[src/rtl/pcu_pkg.sv]
// Shared types for the PC unit: FSM states, next-PC source codes, commit control bundle.
package pcu_pkg;

  localparam logic [31:0] PCU_RESET_PC = 32'h8000_0000;

  typedef enum logic [1:0] {
    S_FETCH,
    S_WAIT,
    S_HALT
  } pcu_state_e;

  typedef enum logic [2:0] {
    SRC_SEQ,
    SRC_BR,
    SRC_JAL,
    SRC_JALR,
    SRC_TRAP,
    SRC_MRET
  } pcu_src_e;

  typedef struct packed {
    logic br_en;
    logic br_taken;
    logic jal_en;
    logic jalr_en;
    logic trap_en;
    logic mret_en;
  } pcu_ctrl_t;

endpackage

[src/rtl/pcu_target_sel.sv]
// Combinational next-PC selection: priority mux over trap/mret/jalr/jal-branch/sequential.
module pcu_target_sel
  import pcu_pkg::*;
#(
  parameter int XLEN       = 32,
  parameter int ILEN_BYTES = 4
) (
  input  logic [XLEN-1:0] pc,
  input  pcu_ctrl_t       ctrl,
  input  logic [XLEN-1:0] imm,
  input  logic [XLEN-1:0] rs1_data,
  input  logic [XLEN-1:0] mtvec,
  input  logic [XLEN-1:0] mepc,
  output logic [XLEN-1:0] target,
  output pcu_src_e        src
);

  logic [XLEN-1:0] pc_seq, pc_rel, jalr_sum;

  // All sums wrap modulo 2^XLEN; wrap-around is a legal target.
  assign pc_seq   = pc + XLEN'(ILEN_BYTES);
  assign pc_rel   = pc + imm;
  assign jalr_sum = rs1_data + imm;

  always_comb begin
    target = pc_seq;
    src    = SRC_SEQ;
    if (ctrl.trap_en) begin
      target = mtvec;
      src    = SRC_TRAP;
    end else if (ctrl.mret_en) begin
      target = mepc;
      src    = SRC_MRET;
    end else if (ctrl.jalr_en) begin
      target = {jalr_sum[XLEN-1:1], 1'b0};
      src    = SRC_JALR;
    end else if (ctrl.jal_en) begin
      target = pc_rel;
      src    = SRC_JAL;
    end else if (ctrl.br_en && ctrl.br_taken) begin
      target = pc_rel;
      src    = SRC_BR;
    end
  end

endmodule

[src/rtl/pcu_fsm.sv]
// Successor-PC unit: issues pc to IFU, waits for WBU commit, loads the selected target.
// Optional misaligned-target exception enabled by defining PCU_MISALIGN_EXC_EN.
module pcu_fsm
  import pcu_pkg::*;
#(
  parameter int              XLEN       = 32,
  parameter logic [XLEN-1:0] RESET_PC   = XLEN'(PCU_RESET_PC),
  parameter int              ILEN_BYTES = 4
) (
  input  logic            clk,
  input  logic            rst,
  output logic            pc_valid,
  input  logic            pc_ready,
  output logic [XLEN-1:0] pc,
  input  logic            cmt_valid,
  output logic            cmt_ready,
  input  logic            br_en,
  input  logic            br_taken,
  input  logic            jal_en,
  input  logic            jalr_en,
  input  logic [XLEN-1:0] imm,
  input  logic [XLEN-1:0] rs1_data,
  input  logic            trap_en,
  input  logic [XLEN-1:0] mtvec,
  input  logic            mret_en,
  input  logic [XLEN-1:0] mepc,
  input  logic            halt_en,
  output logic            halted,
  output logic            exc_misalign,
  output logic [XLEN-1:0] exc_tval
);

  pcu_state_e      state_q, state_d;
  pcu_ctrl_t       ctrl;
  pcu_src_e        src;
  logic [XLEN-1:0] pc_q, target, pc_next;
  logic            commit;

  assign ctrl = '{br_en: br_en, br_taken: br_taken, jal_en: jal_en,
                  jalr_en: jalr_en, trap_en: trap_en, mret_en: mret_en};
  assign commit = cmt_valid && cmt_ready;
  assign pc     = pc_q;

  pcu_target_sel #(
    .XLEN       (XLEN),
    .ILEN_BYTES (ILEN_BYTES)
  ) u_target_sel (
    .pc       (pc_q),
    .ctrl     (ctrl),
    .imm      (imm),
    .rs1_data (rs1_data),
    .mtvec    (mtvec),
    .mepc     (mepc),
    .target   (target),
    .src      (src)
  );

  always_ff @(posedge clk) begin
    if (rst) state_q <= S_FETCH;
    else     state_q <= state_d;
  end

  always_comb begin
    state_d = state_q;
    case (state_q)
      S_FETCH: if (pc_valid && pc_ready) state_d = S_WAIT;
      S_WAIT:  if (commit) state_d = halt_en ? S_HALT : S_FETCH;
      S_HALT:  state_d = S_HALT;
      default: state_d = S_FETCH;
    endcase
  end

  // Handshake outputs are masked during reset so nothing is offered mid-reset.
  always_comb begin
    pc_valid  = 1'b0;
    cmt_ready = 1'b0;
    halted    = 1'b0;
    case (state_q)
      S_FETCH: pc_valid  = !rst;
      S_WAIT:  cmt_ready = !rst;
      S_HALT:  halted    = 1'b1;
      default: ;
    endcase
  end

  always_ff @(posedge clk) begin
    if (rst)         pc_q <= RESET_PC;
    else if (commit) pc_q <= pc_next;
  end

`ifdef PCU_MISALIGN_EXC_EN
  localparam logic [XLEN-1:0] ALIGN_MASK = XLEN'(ILEN_BYTES - 1);

  logic            misalign, exc_q;
  logic [XLEN-1:0] tval_q;

  // Trap and mret targets come from CSRs and are trusted as-is.
  assign misalign = (src != SRC_TRAP) && (src != SRC_MRET) && ((target & ALIGN_MASK) != '0);
  assign pc_next  = misalign ? mtvec : target;

  always_ff @(posedge clk) begin
    if (rst) begin
      exc_q  <= 1'b0;
      tval_q <= '0;
    end else begin
      exc_q <= commit && misalign;
      if (commit && misalign) tval_q <= target;
    end
  end

  assign exc_misalign = exc_q;
  assign exc_tval     = tval_q;
`else
  logic unused_src;
  assign unused_src   = ^src;
  assign pc_next      = target;
  assign exc_misalign = 1'b0;
  assign exc_tval     = '0;
`endif

endmodule

[config.mk]
export PLATFORM = sky130hd
export DESIGN_NAME = pcu_fsm
export DESIGN_NICKNAME = d
export VERILOG_FILES = /design/src/rtl/pcu_pkg.sv /design/src/rtl/pcu_target_sel.sv /design/src/rtl/pcu_fsm.sv
export SDC_FILE = /design/constraint.sdc
export NUM_CORES = 1
export LEC_CHECK = 0
export BUFFER_PORTS_ARGS = -buffer_cell sky130_fd_sc_hd__buf_2
export CAP_MARGIN = 20
export CORE_UTILIZATION = 50
export DETAILED_ROUTE_END_ITERATION = 12
export PLACE_DENSITY = 0.81
export SYNTH_ARGS = -nofsm -noshare
export SYNTH_HDL_FRONTEND = slang
export SYNTH_HIERARCHICAL = 1
export SYNTH_SLANG_ARGS = --single-unit
[constraint.sdc]
create_clock -name clk -period 6.6 [get_ports clk]
set_input_delay 0.66 -clock clk [delete_from_list [all_inputs] [get_ports clk]]
set_output_delay 0.66 -clock clk [all_outputs]
set_load 0.005 [all_outputs]
* After elaboration in Yosys (flattened, before gate mapping)
Cells that the tools add are included.
Word-level totals: bits in registers 34, bits of input ports 139, output and inout port bits 68, logic and storage cells 27
Operators by class: $add $sub $neg 3, equal/unequal tests 4, muxes and demuxes 12, reductions and logical operators 6
Operator list (number):
- 32-bit two-way mux | 5
- 32-bit adder | 2
- 32-bit by 3-bit adder with 32-bit output, second input constant | 1
- 2-bit two-way mux | 3
- 2-bit case mux with 3 select lines | 1
- 2-bit inequality test, second input constant | 2
- 1-bit logical AND | 3
- 1-bit two-way mux | 3
- 2-bit by 1-bit == test with 1-bit output, second input constant | 1
- 2-bit == test, second input constant | 1
- 2-bit logical NOT | 1
- 2-bit AND reduction | 1
- 1-bit logical NOT | 1

* Depth between registers and ports, before layout
depth in word-level cells 6, mapped depth 13, mapped depth without buffers 13

* By module
The synthesis kept the hierarchy.
By module, submodules not included:
- pcu_target_sel | times used 1, cells each 747, area each 4954.8 sq um, sequential area each 0.0 sq um
- pcu_fsm | times used 1, cells each 185, area each 1814.2 sq um, sequential area each 680.7 sq um

* Worst setup path before layout
OpenSTA, ideal clock, no wires.
kind input to register, start input imm[0], end register pc_q[30], in the netlist pc[30], setup time 0.072 ns, data arrival time 3.459 ns, data required time 6.528 ns, path slack 3.069 ns, stages 13, buffers on the path 0, cell sequence ha_1 -> fa_1 -> a21o_1 -> a221oi_2 -> o21bai_2 -> a311oi_2 -> o31ai_2 -> a311oi_2 -> xor2_1 -> a221o_1 -> o221ai_1 -> nand2b_1 -> mux2i_1
Between the ends: word-level cells in the longest chain between the ends 6, elaborated cells on any way between the ends 7, those cells by class 2 x add/sub; 5 x mux
RTL lines:
- from (decl) | line pcu_fsm.sv:21 | input logic [XLEN-1:0] imm,
- 32-bit adder | line pcu_target_sel.sv:22 | assign pc_rel = pc + imm;
- 32-bit two-way mux | line pcu_target_sel.sv:40 | end else if (ctrl.br_en && ctrl.br_taken) begin
- 32-bit two-way mux | line pcu_target_sel.sv:37 | end else if (ctrl.jal_en) begin
- 32-bit two-way mux (*) | line pcu_target_sel.sv:34 | end else if (ctrl.jalr_en) begin
- 32-bit two-way mux (*) | line pcu_target_sel.sv:31 | end else if (ctrl.mret_en) begin
- 32-bit two-way mux (*) | line pcu_target_sel.sv:28 | if (ctrl.trap_en) begin
- named net pc_next[30] | line pcu_fsm.sv:36 | logic [XLEN-1:0] pc_q, target, pc_next;
- to (signal assigned) | line pcu_fsm.sv:88 | else if (commit) pc_q <= pc_next;
- to (decl) | line pcu_fsm.sv:36
Mark *: on every way through the listed nets, which the timed path passes. The rest lies on a longest branch. A chain may end at the register's enable or synchronous reset.

* Worst setup path after layout
Ends and elaborated chain as after synthesis.

==> impl_summary.txt <==
----------------------------------------------------
[Status]
  Status ... finished clean

[Synthesis]
  Gate count of the mapped netlist ... 928
  Mapped cell area ... 6750 um^2
  Mean instance size in the synthesized netlist ... 7.27 um^2
  Number of synthesis warnings ... 6

[Cells and area]
  Ratio of cells with drive above 1 in the final layout ... 0.196
  P&R area growth vs syn ... 13.1%
  Footprint of the multi-input gates ... 5600 um^2
  Total area of sequential cells ... 681 um^2
  Final core area utilization ... 0.579
  Filler cell count in the final layout ... 1296
  Antenna diode count ... 0
  NumNets Final ... 1271

[Pwr]
  Pwr dens ... 127 nW/um^2
  Total power ... 0.000967 W
  Largest voltage drop on the vdd net ... 0.0972 mV
  Leak pwr ... 3.46 nW

[Detailed routing]
  Routed length per placed instance ... 17.4 um
  Number of remaining DRC errors ... 0
  Post-Route WL ... 21700 um
  Antenna Nets Post-Route ... 0
  Initial DRT Pass Iterations ... 6
  Total number of vias ... 7468
  Starting DRT DRC Count ... 778
  Via count normalized by instance count ... 6.00

[Worst hold path]
  Type of the worst min-delay path ... reg -> reg
  Number of instances on the worst hold path ... 1

[Timing]
  Slew at the pin closest to its max-slew limit ... 1.13 ns
  Hold Fails Final Rpt ... 0
  Final-layout setup total negative slack ... 0 ns
  Setup violators final ... 0
  Setup repair after global routing missed its margin ... no
  Worst rel slew slack ... 0.247
  Number of pins with negative max-slew slack in the final report ... 0
  Post-layout minimum cycle time ... 3.76 ns
  Part of the cycle the worst path needs ... 0.569
  Maximum clock skew at final layout ... 0.00752 ns
  F_max ... 0.266 GHz

[GRT]
  Via count of the first global-routing pass ... 6788
  Wire length of the first global-routing pass ... 34600 um
  Total global-route track usage ... 0.307
  Initial antenna violation count ... 0
  Overall overflow remaining after global route ... 0
  Pin count of the biggest net entering global routing ... 70

[Setup path]
  Worst Setup Path Type ... in -> reg
  Data required time of the critical path ... 6.82 ns
  Setup slack of the most critical reg-to-reg path ... 2.96 ns
  Capture point of the critical path ... pc[30]$_SDFFE_PP0P_
  First element of the critical path ... imm[0]
  Crit. End Element ... register
  Reg2Reg Launch Point ... pc[0]$_SDFFE_PP0P_
  Depth of the worst register-to-register path ... 13
  Arrival @ worst endpoint ... 3.97 ns
  Endpoint of the most critical register-to-register path ... pc[30]$_SDFFE_PP0P_
  Nature of the critical path startpoint ... input port
  Max FO, Critical Path ... 4

[Clocking]
  Maximum clock insertion buffer count ... 2
  Number of clock buffers inserted by TritonCTS ... 5
  CTS tree ... yes
  Sink Count ... 34
  Total of cells resized after clock tree synthesis ... 0
  Clock H-tree levels ... 2
  Setup bufs post-CTS ... 0
  Worst skew pair latency ... 0.29 ns
  Clk pin slew, worst setup/hold paths ... 0.06 ns
  CTS Root Cell ... sky130_fd_sc_hd__clkbuf_16
  # hold bufs at CTS ... 0

[Die]
  Initial Util ... 0.512
  Die H ... 118 um
  Std-Cell Rows ... 42
  Area of the core region ... 13200 um^2
  Die boundary width ... 118 um
  Top-level I/O count ... 207
  Die area ... 14000 um^2

[Run]
  Number of violations of the max-capacitance limit ... 0

[Placed design]
  Number of port buffers ... 173
  HPWL after detailed placement ... 16500 um
  Gp weighted congestion ... 0.966

----------------------------------------------------
## area by class of cell
class / instances / share of cell area
flip-flops and latches: 34 / 0.0892
clock inverters: 2 / 0.00164
multi-input cells: 829 / 0.734
clock buffers: 6 / 0.0182
repair buffers: 178 / 0.118
well taps: 176 / 0.0288
inverters: 20 / 0.00983
## critical path, stage by stage
cell                       delay, ns
sky130_fd_sc_hd__buf_2          0.12
sky130_fd_sc_hd__ha_1           0.20
sky130_fd_sc_hd__fa_1           0.40
sky130_fd_sc_hd__a21o_1         0.22
sky130_fd_sc_hd__a221oi_2       0.37
sky130_fd_sc_hd__o21bai_2       0.19
sky130_fd_sc_hd__a311oi_2       0.54
sky130_fd_sc_hd__o31ai_2        0.19
sky130_fd_sc_hd__a311oi_2       0.30
sky130_fd_sc_hd__xor2_1         0.09
sky130_fd_sc_hd__a221o_1        0.32
sky130_fd_sc_hd__o221ai_1       0.16
sky130_fd_sc_hd__nand2b_1       0.07
sky130_fd_sc_hd__mux2i_1        0.12
## cell usage in the layout, fill, tap and decap left out, types with 17 or more instances in the layout
cell	n
sky130_fd_sc_hd__a211oi_1	26
sky130_fd_sc_hd__a21o_1	25
sky130_fd_sc_hd__a21oi_1	83
sky130_fd_sc_hd__buf_2	173
sky130_fd_sc_hd__conb_1	33
sky130_fd_sc_hd__dfxtp_1	34
sky130_fd_sc_hd__ha_1	62
sky130_fd_sc_hd__inv_1	20
sky130_fd_sc_hd__mux2i_1	37
sky130_fd_sc_hd__nand2_1	82
sky130_fd_sc_hd__nand2b_1	71
sky130_fd_sc_hd__nand3_1	19
sky130_fd_sc_hd__nand4_1	20
sky130_fd_sc_hd__nor2_1	53
sky130_fd_sc_hd__nor3_1	17
sky130_fd_sc_hd__o21ai_0	53
sky130_fd_sc_hd__xnor2_1	47
sky130_fd_sc_hd__xor2_1	30
## flip-flops by register name, indices dropped and copies added, names as in the netlist
signal	flops
pc	32
state_q	2
## power by group
part	leakage (nW)	switching (W)	internal, W
sequential	0.276	0.0000176	0.000215
clock	0.0729	0.000104	0.000150
combinational	3.11	0.000273	0.000209
## stage by stage
stage               cells  area [um^2]  hold WS (ns)  worst slack (ns)
floorplan             960         6870         0.454              3.07
global placement     1237         7480         0.484              2.67
detailed placement   1237         7480         0.491              2.57
CTS                  1245         7630         0.511              2.84
global route         1245         7630         0.540              2.62
finish               1245         7630         0.508              2.84
## how the worst min path moves through the flow
stage | end | from | slack (ns)
6_report | state_q[0]$_SDFFE_PP0P_ | state_q[1]$_SDFFE_PP0P_ | 0.51
5_1_grt | state_q[0]$_SDFFE_PP0P_ | state_q[1]$_SDFFE_PP0P_ | 0.54
4_1_cts | state_q[0]$_SDFFE_PP0P_ | state_q[1]$_SDFFE_PP0P_ | 0.51
3_5_place_dp | state_q[0]$_SDFFE_PP0P_ | state_q[1]$_SDFFE_PP0P_ | 0.49
3_3_place_gp | state_q[0]$_SDFFE_PP0P_ | state_q[1]$_SDFFE_PP0P_ | 0.48
2_1_floorplan | state_q[0]$_SDFFE_PP0P_ | state_q[1]$_SDFFE_PP0P_ | 0.45
## per-layer routing
metal  part of all wire  vias to the layer above  GRT usage  wire, um
li1                   -                     3636          -         -
met1               0.44                     3399      0.410      9430
met2               0.45                      380      0.500      9650
met3              0.086                       53     0.0454      1870
met4              0.033                        0      0.111       718
met5                  0                        -          0         0
Power figures use the tool's default switching activity.
